==> src/rtl/cache_req_arbiter.sv <==
// cache_req_arbiter: round-robin sharing of a tiny cache between two requesters,
// with read-miss fill from backing memory and a bounded memory wait.
module cache_req_arbiter #(
  parameter int ADDR_W      = 2,
  parameter int DATA_W      = 2,
  parameter int MEM_TIMEOUT = 15
) (
  input  logic              clk,
  input  logic              rst,
  input  logic              req0_valid,
  output logic              req0_ready,
  input  logic              req0_rw,
  input  logic [ADDR_W-1:0] req0_addr,
  input  logic [DATA_W-1:0] req0_wdata,
  input  logic              req1_valid,
  output logic              req1_ready,
  input  logic              req1_rw,
  input  logic [ADDR_W-1:0] req1_addr,
  input  logic [DATA_W-1:0] req1_wdata,
  output logic              rsp_valid,
  output logic              rsp_id,
  output logic [DATA_W-1:0] rsp_rdata,
  output logic              rsp_hit,
  output logic              rsp_err,
  output logic              cache_req_valid,
  output logic              cache_req_rw,
  output logic [ADDR_W-1:0] cache_req_addr,
  output logic [DATA_W-1:0] cache_req_wdata,
  input  logic              cache_hit,
  input  logic [DATA_W-1:0] cache_rdata,
  output logic              mem_req_valid,
  output logic [ADDR_W-1:0] mem_req_addr,
  input  logic              mem_req_ready,
  input  logic              mem_rsp_valid,
  input  logic [DATA_W-1:0] mem_rsp_data,
  output logic              busy
);
  localparam int CNT_W = $clog2(MEM_TIMEOUT + 1);
  localparam logic [2:0] IDLE       = 3'd0;
  localparam logic [2:0] CACHE_REQ  = 3'd1;
  localparam logic [2:0] CACHE_WAIT = 3'd2;
  localparam logic [2:0] MEM_REQ    = 3'd3;
  localparam logic [2:0] MEM_WAIT   = 3'd4;
  localparam logic [2:0] FILL       = 3'd5;
  localparam logic [2:0] RESP       = 3'd6;

  logic [2:0]        r_state;
  logic              r_last;
  logic              r_id;
  logic              r_rw;
  logic              r_hit;
  logic              r_err;
  logic [ADDR_W-1:0] r_addr;
  logic [DATA_W-1:0] r_wdata;
  logic [DATA_W-1:0] r_data;
  logic [CNT_W-1:0]  r_cnt;

  logic              w_idle;
  logic              w_any;
  logic              w_gnt;
  logic              w_fill;
  logic              w_timeout;
  logic [CNT_W-1:0]  w_cnt_inc;

  assign w_idle    = r_state == IDLE;
  assign w_any     = req0_valid | req1_valid;
  // on a tie the requester not served last wins
  assign w_gnt     = (req0_valid & req1_valid) ? ~r_last : req1_valid;
  assign w_fill    = r_state == FILL;
  assign w_timeout = r_cnt >= CNT_W'(MEM_TIMEOUT - 1);
  assign w_cnt_inc = (r_cnt == CNT_W'(MEM_TIMEOUT)) ? r_cnt : r_cnt + CNT_W'(1);

  assign req0_ready = ~rst & w_idle & w_any & ~w_gnt;
  assign req1_ready = ~rst & w_idle & w_any & w_gnt;
  assign busy       = ~w_idle;

  assign rsp_valid = r_state == RESP;
  assign rsp_id    = rsp_valid & r_id;
  assign rsp_rdata = rsp_valid ? r_data : '0;
  assign rsp_hit   = rsp_valid & r_hit;
  assign rsp_err   = rsp_valid & r_err;

  assign cache_req_valid = (r_state == CACHE_REQ) | w_fill;
  assign cache_req_rw    = w_fill | (cache_req_valid & r_rw);
  assign cache_req_addr  = cache_req_valid ? r_addr : '0;
  assign cache_req_wdata = w_fill ? r_data : (r_state == CACHE_REQ ? r_wdata : '0);

  assign mem_req_valid = r_state == MEM_REQ;
  assign mem_req_addr  = mem_req_valid ? r_addr : '0;

  always_ff @(posedge clk or posedge rst)
    if (rst) begin
      r_state <= IDLE;
      r_last  <= 1'b1;
      r_id    <= 1'b0;
      r_rw    <= 1'b0;
      r_hit   <= 1'b0;
      r_err   <= 1'b0;
      r_addr  <= '0;
      r_wdata <= '0;
      r_data  <= '0;
      r_cnt   <= '0;
    end else
      case (r_state)
        IDLE:
          if (w_any) begin
            r_id    <= w_gnt;
            r_last  <= w_gnt;
            r_rw    <= w_gnt ? req1_rw : req0_rw;
            r_addr  <= w_gnt ? req1_addr : req0_addr;
            r_wdata <= w_gnt ? req1_wdata : req0_wdata;
            r_hit   <= 1'b0;
            r_err   <= 1'b0;
            r_data  <= '0;
            r_state <= CACHE_REQ;
          end
        CACHE_REQ: r_state <= CACHE_WAIT;
        CACHE_WAIT: begin
          r_hit   <= cache_hit;
          r_data  <= (!r_rw && cache_hit) ? cache_rdata : '0;
          r_cnt   <= '0;
          r_state <= (r_rw || cache_hit) ? RESP : MEM_REQ;
        end
        MEM_REQ: begin
          r_cnt <= w_cnt_inc;
          if (mem_req_ready) r_state <= MEM_WAIT;
          else if (w_timeout) begin
            r_err   <= 1'b1;
            r_state <= RESP;
          end
        end
        MEM_WAIT: begin
          r_cnt <= w_cnt_inc;
          if (mem_rsp_valid) begin
            r_data  <= mem_rsp_data;
            r_state <= FILL;
          end else if (w_timeout) begin
            r_err   <= 1'b1;
            r_state <= RESP;
          end
        end
        FILL:    r_state <= RESP;
        RESP:    r_state <= IDLE;
        default: r_state <= IDLE;
      endcase
endmodule

==> config.mk <==
export PLATFORM = sky130hd
export DESIGN_NAME = cache_req_arbiter
export DESIGN_NICKNAME = d
export VERILOG_FILES = /design/src/rtl/cache_req_arbiter.sv
export SDC_FILE = /design/constraint.sdc
export NUM_CORES = 1
export LEC_CHECK = 0
export BUFFER_PORTS_ARGS = -buffer_cell sky130_fd_sc_hd__buf_2
export CAP_MARGIN = 30
export CORE_MARGIN = 2
export CORE_UTILIZATION = 50
export DETAILED_ROUTE_END_ITERATION = 8
export HOLD_SLACK_MARGIN = 0.08
export PLACE_DENSITY = 0.87
export SYNTH_ARGS = -nofsm -noshare
export SYNTH_HDL_FRONTEND = slang
export SYNTH_SLANG_ARGS = --single-unit
==> constraint.sdc <==
create_clock -name clk -period 1.65 [get_ports clk]
set_clock_uncertainty 0.05 [all_clocks]
set_input_delay 0.33 -clock clk [delete_from_list [all_inputs] [get_ports clk]]
set_output_delay 0.33 -clock clk [all_outputs]
set_load 0.05 [all_outputs]
Word-level counts from Yosys, hierarchy flattened
Index checks and enable logic that the tools add are counted.

cells by class
  bitwise gates (word level) = 16
  equality and inequality tests = 12
  magnitude comparators = 1
  reduce and logical (&&, ||, !) cells = 14
  add/subtract/negate cells = 1
  mux-type cells = 27

operator list
  kind                 number
  $mux 2               10
  $pmux 3 s6           1
  $mux 3               5
  $and 1x1->1          9
  $eq 3x3->1 const B   3
  $ne 2x2->1 const B   4
  $pmux 4 s2           1
  $eq 3x2->1 const B   2
  $mux 1               6
  $pmux 2 s3           1
  $reduce_and 2->1     3
  $reduce_bool 3->1    2
  $add 4x1->4 const B  1
  $eq 4x4->1 const B   1
  $ge 4x4->1 const B   1
  $mux 4               1
  $not 1->1            4
  $reduce_and 4->1     1
  $reduce_bool 2->1    2
  $eq 3x1->1 const B   1
  $logic_not 3->1      1
  $or 1x1->1           3
  $pmux 1 s3           1
  $reduce_and 3->1     1
  6 further kinds      6

word-level totals
  output and inout bits = 18
  register bits = 18
  word-level logic and storage cells = 81

Depth between registers and ports, before layout
Gate-level depths: netlist of the first run.

  word-level depth = 4
  mapped depth = 6

Worst setup path after synthesis of the first run
No wires, ideal clock.

  kind = register to output
  start = register r_state[2]
  end = output req1_ready
  required time = 1270 ps
  setup slack = -814 ps
  cell stages (with the launch flop) = 5
  data arrival time = 2084 ps
  cells stage by stage = dfrtp_1 > buf_6 > nor3_4 > o21ai_2 > nor3b_1

on the way
  word-level cells in the longest chain between the ends = 4

ends and longest elaborated chain
  element                    line  source
  start: declaration         47    logic [2:0] r_state;
  start signal: assignment   122   r_state <= (r_rw || cache_hit) ? RESP : MEM_REQ;
  $logic_not 3->1            65    assign w_idle = r_state == IDLE;
  $and 1x1->1 (3 in series)  74    assign req1_ready = ~rst & w_idle & w_any & w_gnt;
  end: declaration           16    output logic req1_ready,

No other way between the ends.

Worst setup path in the final report of the first run
  start = register r_state[1]
  end = output req1_ready

Same word-level chain as after synthesis.

==> results.md, run 1 <==
* Global-route wire length before repair at 6.57 mm
* Post-DP HPWL at 2.43 mm
* Sequential area share after synthesis at 36.6%
* Initial Util at 54.2%
* Vias in the first global route at 1283
* WL final at 5.27 mm
* Largest net degree at the start of global routing at 12
* Vias per cell at 6.42
* Fillcell total at 91
* Nets@finish at 215
* WL/cell at 24.1 um
* Startpoint Class: register
* GRT overflow at 0
* Endpoint type of the worst setup path: output port
* Final Max Tran Viols at 0
* Insertion delay of the later-clocked pin in the worst-skew pair at 0.31 ns
* Worst Tran Pin Value at 0.474 ns
* Kind of critical path: reg -> out
* Core box area at 2280 um2
* Sw frac at 48.0%
* Area growth from synthesis to layout at 60.0%
* Multi-input gate area at 826 um2
* Fmax achieved at 511 MHz
* FP Rows at 17
* Gr usage total at 32.8%
* Synth Warn # at 0
* Hold Slack at 0.313 ns
* EDFF count, synth at 0
* Synth Cell Area at 1230 um2
* Crit path max fanout at 7
* H-tree depth at 1
* Antenna violations before repair at 0
* Top Ports at 39
* Comb pwr share at 69.1%
* Vias at 1405
* Full die area at 2880 um2
* Drt pass-1 iters at 4
* Violated checks: setup timing
* Crit path DAT at 1.58 ns
* # port buffers at 38
* Max-slew headroom at 68.2%
* Synth Area per Inst at 10.3 um2
* Max_cap viols at 0
* Residual DRC count at 0
* CTS tree: done
* PnR worst setup slack at -0.306 ns
* Clock network power share at 6.8%
* Synth top area share at 34.5%
* Maximum vdd drop at 1610 uV
* Routed Antenna Nets at 0
* Final Hold Violating Endpoints at 0
* Most used DFF post-synth: dfrtp_1
* Placer Congestion at 0.890
* Syn nets at 143
* Clock tree buffer depth at 2
* DR iter-0 viols at 82
* Crit share post-route at 119%
* Final min period at 1.96 ns
* Pwr Density at 1920 nW/um2
* Die height at 53.7 um
* Share of cells above drive strength 1 at 62.3%
* Setup violators final at 26
* Worst hold path type: in -> reg
* P_sw at 1820 uW
* N_diodes at 0
* Distinct cells, synth at 46
* Reg area at 455 um2
* #FFs+latches synth at 18
* Unrepaired setup endpoints after global routing: true
* Power share of the sequential group at 24.1%
* Ys async rst share at 100%
* Root buf cell: clkbuf_4
* Dpl cells at 197
* CP required at 1.27 ns
* Mapped Cells at 120
* Finished Core Util at 86.8%
* Largest cells by area after synthesis: dfrtp_1, mux2_1, and2_1
* Cell Int Power at 1970 uW
* Clock slew at reported path FFs at 0.12 ns
* CTS Buf Count at 3
* # clock sinks at 18
* DIE WIDTH at 53.7 um
* Status: complete, but fails checks
* Final cell count without fillers at 219
* P_leak at 0.000940 uW
* Synth area leader: dfrtp_1
* Total power at 3790 uW
## flip-flops by register name (all words and copies together), names as in the netlist
name,count
r_state,3
r_last,1
r_id,1
r_cnt,4
r_rw,1
r_addr,2
r_hit,1
r_wdata,2
r_data,2
r_err,1
## routing by layer
metal	global-route usage (%)	part of all wire [%]
met1	40.2	37
met3	5.83	11
met4	12.8	5.4
met5	0	0
met2	56.7	46
## cells in the final DEF, fill, tap and decap left out, types with 3 or more instances in the layout
cell,n
buf_4,34
buf_2,20
buf_6,14
dfrtp_1,14
mux2_4,6
inv_1,5
and2_2,5
buf_8,5
a21oi_1,4
nand2b_1,4
and2_4,4
o31ai_1,3
o21ai_0,3
mux2_1,3
nand3_1,3
mux2i_1,3
nor3_1,3
nor2_2,3
a22o_1,3
clkbuf_4,3
dfrtp_2,3
## final cells by class
type,count,area share (%)
multi-input cells,88,41.8
clock buffers,4,1.33
well taps,28,1.77
flip-flops and latches,18,23.1
inverters,7,1.71
repair buffers,74,30.3
## power groups by stage
| stage | clock network (uW) | logic, uW | registers (uW) |
|---|---|---|---|
| after floorplan | 0 | 1410 | 757 |
| after CTS | 239 | 2120 | 858 |
| after global placement | 0 | 1740 | 836 |
| after detailed placement | 0 | 1800 | 861 |
| after global routing | 266 | 2720 | 929 |
| final | 256 | 2620 | 914 |
## Yosys cell counts (4+ instances only)
library cell and n:
a21oi_1 4, nor3_1 4, mux2_2 4, inv_1 7, dfrtp_1 17, nor2_1 5, mux2_1 7, and2_1 9
mux2i_1 5, nand2b_1 6
## cells by family after synthesis
logic type	share of synthesized area (%)
AO/OA/AOI/OAI	18.3
XOR/XNOR	0.710
adder cells (fa/ha/maj)	2.03
buffers and inverters	6.59
flip-flops	36.6
multiplexers	14.1
AND/OR/NAND/NOR	21.7
## repair_timing
action,4_1_cts,5_1_grt
pin swaps,6,4
hold buffers,1,0
buffers inserted,8,11
gates resized for setup,40,23
hold endpoints to repair,7,0
setup endpoints to repair,20,29
## worst paths after layout
check | start | to | slack (ns) | cells past startpoint
min in group asynchronous | rst | r_data[1]$_DFFE_PP0P_ | 0.55 | 3
setup reg to reg | r_state[1]$_DFFE_PP0N_ | r_data[0]$_DFFE_PP0P_ | -0.15 | 5
hold reg to reg | r_id$_DFFE_PP0P_ | r_id$_DFFE_PP0P_ | 0.47 | 1
setup / recovery | r_state[1]$_DFFE_PP0N_ | req1_ready | -0.31 | 4
hold / removal | mem_req_ready | r_state[1]$_DFFE_PP0N_ | 0.31 | 3
max in group asynchronous | rst | r_last$_DFFE_PP1P_ | 0.45 | 4
## worst max-delay path, cell delays in order, from the launching register on
cell	delay, ns
dfrtp_2	0.49
nor3_4	0.25
o21ai_4	0.13
nor3b_4	0.21
buf_6	0.18
## through the flow
step,cell area [um2],worst slack [ns],setup TNS [ns]
floorplan,1290,-0.174,-1.68
detailed placement,1610,-0.0536,-0.142
global placement,1610,0.0167,0
global route,1970,-0.336,-5.40
finish,1970,-0.306,-4.48
CTS,1830,-0.247,-2.70
No activity file was read; power rests on OpenSTA's default activity.
==> run 2, diff against run 1 <==
Settings changed: ABC_AREA from default to 1, CORE_UTILIZATION 50 to 49, PLACE_DENSITY 0.87 to 0.86, SLEW_MARGIN from default to 15.
==> run 2 against run 1 <==
Net effect: the run still ends with setup timing left; utilization is 0.084 points higher; sequential share of layout area is 0.35 points higher; via count is 6.6% higher; clock power is 15% higher; first-iteration DRC count is 23% lower; critical path type unchanged; critical endpoint unchanged.
==> results.md, run 2 <==
* Status: complete, but fails checks
* Violated checks: setup timing
* Clock slew at reported path FFs at 0.11 ns (about the same)
* Final Hold Violating Endpoints at 0 (unchanged)
* N_diodes at 0 (unchanged)
* FP Rows at 17 (unchanged)
* Startpoint Class: register
* P_leak at 0.000955 uW (+1.6%)
* Insertion delay of the later-clocked pin in the worst-skew pair at 0.32 ns (about the same)
* # clock sinks at 18 (unchanged)
* Commonest non-fill, non-tap cell in the layout: nand2_1
* Routed Antenna Nets at 0 (unchanged)
* Largest net degree at the start of global routing at 13 (+1)
* DR iter-0 viols at 63 (-23%)
* Worst Tran Pin Value at 0.353 ns (-0.121 ns)
* Nets@finish at 259 (+20%)
* PnR worst setup slack at -0.314 ns (-0.00871 ns)
* Endpoint type of the worst setup path: output port
* Vias in the first global route at 1505 (+17%)
* Global-route wire length before repair at 6.52 mm (-0.73%)
* Synth top area share at 36.1% (+1.6 points)
* Post-DP HPWL at 2.79 mm (+15%)
* Antenna violations before repair at 0 (unchanged)
* Vias per cell at 5.70 (-11%)
* Count leader, synth: nand2_1
* Synth Cell Area at 1180 um2 (-4.6%)
* Drt pass-1 iters at 4 (unchanged)
* CTS tree: done
* Gr usage total at 33.0% (+0.13 points)
* Final Max Tran Viols at 0 (unchanged)
* Max-slew headroom at 76.4% (+8.3 points)
* WL final at 4.53 mm (-14%)
* Synth area leader: dfrtp_1
* Pwr Density at 1930 nW/um2 (+0.72%)
* Synth Warn # at 0 (unchanged)
* Multi-input gate area at 759 um2 (-8.0%)
* Die height at 53.0 um (-1.2%)
* Maximum vdd drop at 1370 uV (-15%)
* Area growth from synthesis to layout at 64.7%
* Placer Congestion at 0.919 (+3.3%)
* Syn nets at 191 (+34%)
* Post-synth top cells: nand2_1, nor2_1, inv_1
* Max_cap viols at 0 (unchanged)
* CP required at 1.27 ns (about the same)
* Crit path DAT at 1.58 ns (about the same)
* Pre-CTS setup slack at -0.0656 ns (-0.0120 ns)
* Mapped Cells at 168 (+40%)
* Setup violators final at 21 (-19%)
* Unrepaired setup endpoints after global routing: true
* Finished Core Util at 86.8% (about the same)
* Sequential area share after synthesis at 38.4% (+1.8 points)
* WL/cell at 17.2 um (-28%)
* Most frequent cells in the layout: nand2_1, buf_4, buf_2
* Most used DFF post-synth: dfrtp_1
* Distinct cells, synth at 23 (-50%)
* Worst hold path type: in -> reg
* Fmax achieved at 509 MHz (-0.44%)
* Hold Slack at 0.224 ns (-0.0893 ns)
* Crit path max fanout at 3 (-4)
* Synth Area per Inst at 7.01 um2 (-32%)
* Largest cells by area after synthesis: dfrtp_1, nand2_1, nor2_1
* H-tree depth at 1 (unchanged)
* Kind of critical path: reg -> out
* #FFs+latches synth at 18 (unchanged)
* Core box area at 2230 um2 (-1.9%)
* Fillcell total at 117 (+29%)
* Full die area at 2810 um2 (-2.4%)
* Ys async rst share at 100% (unchanged)
* Final min period at 1.96 ns (+0.00871 ns)
* Max reg flops at 4 (unchanged)
* Initial Util at 52.7% (-1.5 points)
* Final cell count without fillers at 263 (+20%)
* EDFF count, synth at 0 (unchanged)
* Root buf cell: clkbuf_4
* Biggest register: r_cnt
* Residual DRC count at 0 (unchanged)
* DIE WIDTH at 53.0 um (-1.2%)
* # port buffers at 38 (unchanged)
* Top Ports at 39 (unchanged)
* Crit share post-route at 119% (+0.53 points)
* Largest registers: r_cnt: 4 flops, r_state: 3 flops
* Reg area at 454 um2 (-0.27%)
* Vias at 1498 (+6.6%)
* GRT overflow at 0 (unchanged)
* CTS Buf Count at 3 (unchanged)
* Share of cells above drive strength 1 at 46.0% (-16 points)
* Clock tree buffer depth at 2 (unchanged)
* Dpl cells at 248 (+26%)
-- run 2: critical path, stage by stage (launching register included) --
cell and delay, ns:
dfrtp_2 0.45, buf_4 0.15, nor2_4 0.12, nand2_4 0.07, nor2_4 0.12, inv_4 0.06
nor3_4 0.11, buf_6 0.18
-- run 2: worst paths after layout --
path,from,slack [ns],endpoint,cells past startpoint
max in group asynchronous,rst,0.56,r_state[1]$_DFFE_PP0N_,4
setup reg to reg,r_state[0]$_DFFE_PP0N_,-0.09,r_rw$_DFFE_PP0P_,9
hold reg to reg,r_last$_DFFE_PP1P_,0.43,r_last$_DFFE_PP1P_,2
min in group asynchronous,rst,0.51,r_addr[0]$_DFFE_PP0P_,3
hold / removal,req1_wdata[1],0.22,r_wdata[1]$_DFFE_PP0P_,3
setup / recovery,r_state[0]$_DFFE_PP0N_,-0.31,req1_ready,7
-- run 2: kinds of logic (layout without fill, tap and decap cells) --
kind of cell               count (synthesis)  after routing  share of synthesized area (%)
and+or+nand+nor                           98             98                           38.3
AOI/OAI and AO/OA                         20             20                           8.93
DFF                                       18             18                           38.4
adders and majority gates                  2              2                           2.13
buffers and inverters                     28             95                           10.8
xor gates and xnor gates                   2              2                           1.49
-- run 2: through the flow --
step | power [uW] | instance area, um2 | setup TNS (ns)
after floorplan | 2240 | 1300 | -2.62
final | 3750 | 1940 | -4.08
after detailed placement | 2800 | 1620 | -0.214
after global routing | 3920 | 1940 | -5.40
after global placement | 2700 | 1620 | 0
after CTS | 3370 | 1840 | -3.23
-- run 2: layout make-up --
type | instances | share of cell area [%]
inverters | 25 | 5.42
flip-flops and latches | 18 | 23.4
multi-input cells | 122 | 39.2
well taps | 28 | 1.81
clock buffers | 4 | 1.87
repair buffers | 66 | 28.3
-- run 2: where the power goes --
part,switching (uW),internal [uW],leakage (uW)
combinational,1650,1010,0.000706
clock,159,135,0.0000210
sequential,163,633,0.000228
-- run 2: per-layer routing --
metal	vias to the layer above	wire, um	track usage (%)
met5	-	0	0
met3	20	347	4.80
met4	0	221	21.8
li1	674	-	-
met1	692	1630	37.4
met2	112	2330	56.9
-- run 2: timing repair --
item                                    4_1_cts  5_1_grt
hold buffers                                  1        0
resized for setup                            46       15
setup buffers                                 4        6
pin swaps                                     5        7
hold endpoints to repair                      5        0
endpoints found under the setup margin       17       18
==> run 3, diff against run 2 <==
Settings changed: PLACE_DENSITY 0.86 to 0.84.
==> run 3 against run 2 <==
Net effect: the flow still finishes with violations (setup timing); clock power fell by 4%; flip-flop and latch count unchanged; worst setup slack worse by 0.00052 ns; global-route usage decreased by 2.1 points; sequential share of layout area is 0.20 points higher; non-clock buffer count is 2 lower; utilization shrank 0.73 points; via count shrank 3.7%; power down 4.0%; maximum frequency is essentially flat; wire length fell by 10%; combinational power is 5% lower; critical path type unchanged.
==> results.md, run 3 (synthesis gave the netlist of run 2 again) <==
* FP Rows at 17 (unchanged)
* Max-slew headroom at 78.7% (+2.3 points)
* P_leak at 0.000949 uW (-0.71%)
* Clock slew at reported path FFs at 0.12 ns (about the same)
* Share of cells above drive strength 1 at 45.9% (about the same)
* Nets@finish at 257 (-0.77%)
* Max reg flops at 4 (unchanged)
* Multi-input gate area at 754 um2 (-0.66%)
* Violated checks: setup timing
* Core box area at 2230 um2 (unchanged)
* Maximum vdd drop at 1210 uV (-12%)
* Fillcell total at 120 (+2.6%)
* Dpl cells at 248 (unchanged)
* Final setup TNS at -4.24 ns (-0.158 ns)
* # port buffers at 38 (unchanged)
* Top Ports at 39 (unchanged)
* Crit share post-route at 119% (about the same)
* DIE WIDTH at 53.0 um (unchanged)
* Pwr Density at 1870 nW/um2 (-3.1%)
* Final cell count without fillers at 261 (-0.76%)
* Antenna violations before repair at 0 (unchanged)
* WL/cell at 15.6 um (-9.6%)
* Endpoint type of the worst setup path: output port
* Startpoint Class: register
* Clock tree buffer depth at 2 (unchanged)
* H-tree depth at 1 (unchanged)
* Worst r2r src: r_state[0]$_DFFE_PP0N_
* Worst Hold Launch: req1_wdata[1]
* Final min period at 1.96 ns (+0.000521 ns)
* CTS tree: done
* WL final at 4.07 mm (-10%)
* Full die area at 2810 um2 (unchanged)
* Area growth from synthesis to layout at 63.3%
* Die height at 53.0 um (unchanged)
* Reg area at 454 um2 (unchanged)
* Largest registers: r_cnt: 4 flops, r_state: 3 flops
* N_diodes at 0 (unchanged)
* Fmax achieved at 509 MHz (about the same)
* Post-DP HPWL at 2.72 mm (-2.4%)
* Final Max Tran Viols at 0 (unchanged)
* PnR worst setup slack at -0.315 ns (-0.000521 ns)
* Worst Tran Pin Value at 0.318 ns (-0.0348 ns)
* Global-route wire length before repair at 6.25 mm (-4.1%)
* Root buf cell: clkbuf_4
* Kind of critical path: reg -> out
* Initial Util at 52.7% (unchanged)
* Status: complete, but fails checks
* Crit path DAT at 1.58 ns (about the same)
* Final Hold Violating Endpoints at 0 (unchanged)
* Largest net degree at the start of global routing at 19 (+6)
* DR iter-0 viols at 53 (-16%)
* Routed Antenna Nets at 0 (unchanged)
* Vias at 1442 (-3.7%)
* Vias per cell at 5.52 (-3.0%)
* # clock sinks at 18 (unchanged)
* Max_cap viols at 0 (unchanged)
* Insertion delay of the later-clocked pin in the worst-skew pair at 0.30 ns (-0.02 ns)
* Residual DRC count at 0 (unchanged)
* Most frequent cells in the layout: nand2_1, buf_6, buf_2
* Placer Congestion at 0.928 (+0.88%)
* Worst hold path type: in -> reg
* Crit path max fanout at 5 (+2)
* CTS Buf Count at 3 (unchanged)
* Setup violators final at 17 (-19%)
* Biggest register: r_cnt
* GRT overflow at 0 (unchanged)
* Drt pass-1 iters at 5 (+1)
* Vias in the first global route at 1409 (-6.4%)
* CP required at 1.27 ns (about the same)
* Unrepaired setup endpoints after global routing: true
* Commonest non-fill, non-tap cell in the layout: nand2_1
* Crit path launch: r_state[0]$_DFFE_PP0N_
* Gr usage total at 30.9% (-2.1 points)
==> run 3: cell count changes in the layout (fill, tap and decap cells not counted) <==
cell     before  now
a21oi_2       0    1
a21oi_4       1    0
buf_2        20   21
buf_4        24   16
buf_6        15   22
buf_8         6    4
inv_1        19   17
inv_2         2    6
inv_4         3    1
nand2_1      33   34
nand2_2       7    4
nand2_4       1    3
nor2_2        0    1
nor2_4       14   13
==> run 3: layer usage <==
metal,global-route usage [%],vias to the layer above,wire length (um)
li1,-,668,-
met1,38.4,669,1520
met2,57.1,99,2180
met3,3.67,6,322
met4,5.98,0,48
met5,0,-,0
==> run 3: critical path: stages (launching register included) <==
cell and delay (ns):
dfrtp_2 0.43, inv_2 0.07, buf_4 0.16, nor2_4 0.17, inv_2 0.13, a21oi_2 0.15
buf_6 0.17
==> run 3: cell type report <==
| class | instances | share of cell area [%] |
|---|---|---|
| inverters | 25 | 5.20 |
| clock buffers | 4 | 1.89 |
| repair buffers | 64 | 28.2 |
| flip-flops and latches | 18 | 23.6 |
| multi-input cells | 122 | 39.2 |
| well taps | 28 | 1.82 |
==> run 3: repair_timing <==
action                                  CTS  global route
hold buffers                              1             0
buffers inserted                          5             4
endpoints found under the setup margin   17            17
endpoints found under the hold margin    17             0
resized for setup                        49            13
pin swaps                                 4             3
==> run 3: power breakdown <==
part           internal (uW)  switching (uW)
registers                633             162
clock network            134             148
logic                    949            1570
total                   1720            1880
==> run 3: worst paths after layout <==
kind                                          end  slack [ns]  depth (start not counted)
setup / recovery                     cache_req_rw       -0.31                          6
max in group asynchronous      r_last$_DFFE_PP1P_        0.70                          4
hold / removal             r_wdata[1]$_DFFE_PP0P_        0.25                          3
min in group asynchronous        r_id$_DFFE_PP0P_        0.59                          4
setup reg to reg             r_cnt[0]$_DFFE_PP0P_        0.04                         10
hold reg to reg                r_last$_DFFE_PP1P_        0.44                          2
==> run 3: metrics by stage <==
stage	setup slack [ns]	utilization [%]	area (um2)	total power (uW)	hold slack [ns]
floorplan	-0.334	-	1300	2240	0.218
global placement	0.0172	72.5	1620	2700	0.362
detailed placement	-0.0359	72.5	1620	2780	0.373
CTS	-0.254	83.2	1860	3370	0.248
global route	-0.367	86.1	1920	3790	0.292
finish	-0.315	86.1	1920	3600	0.248
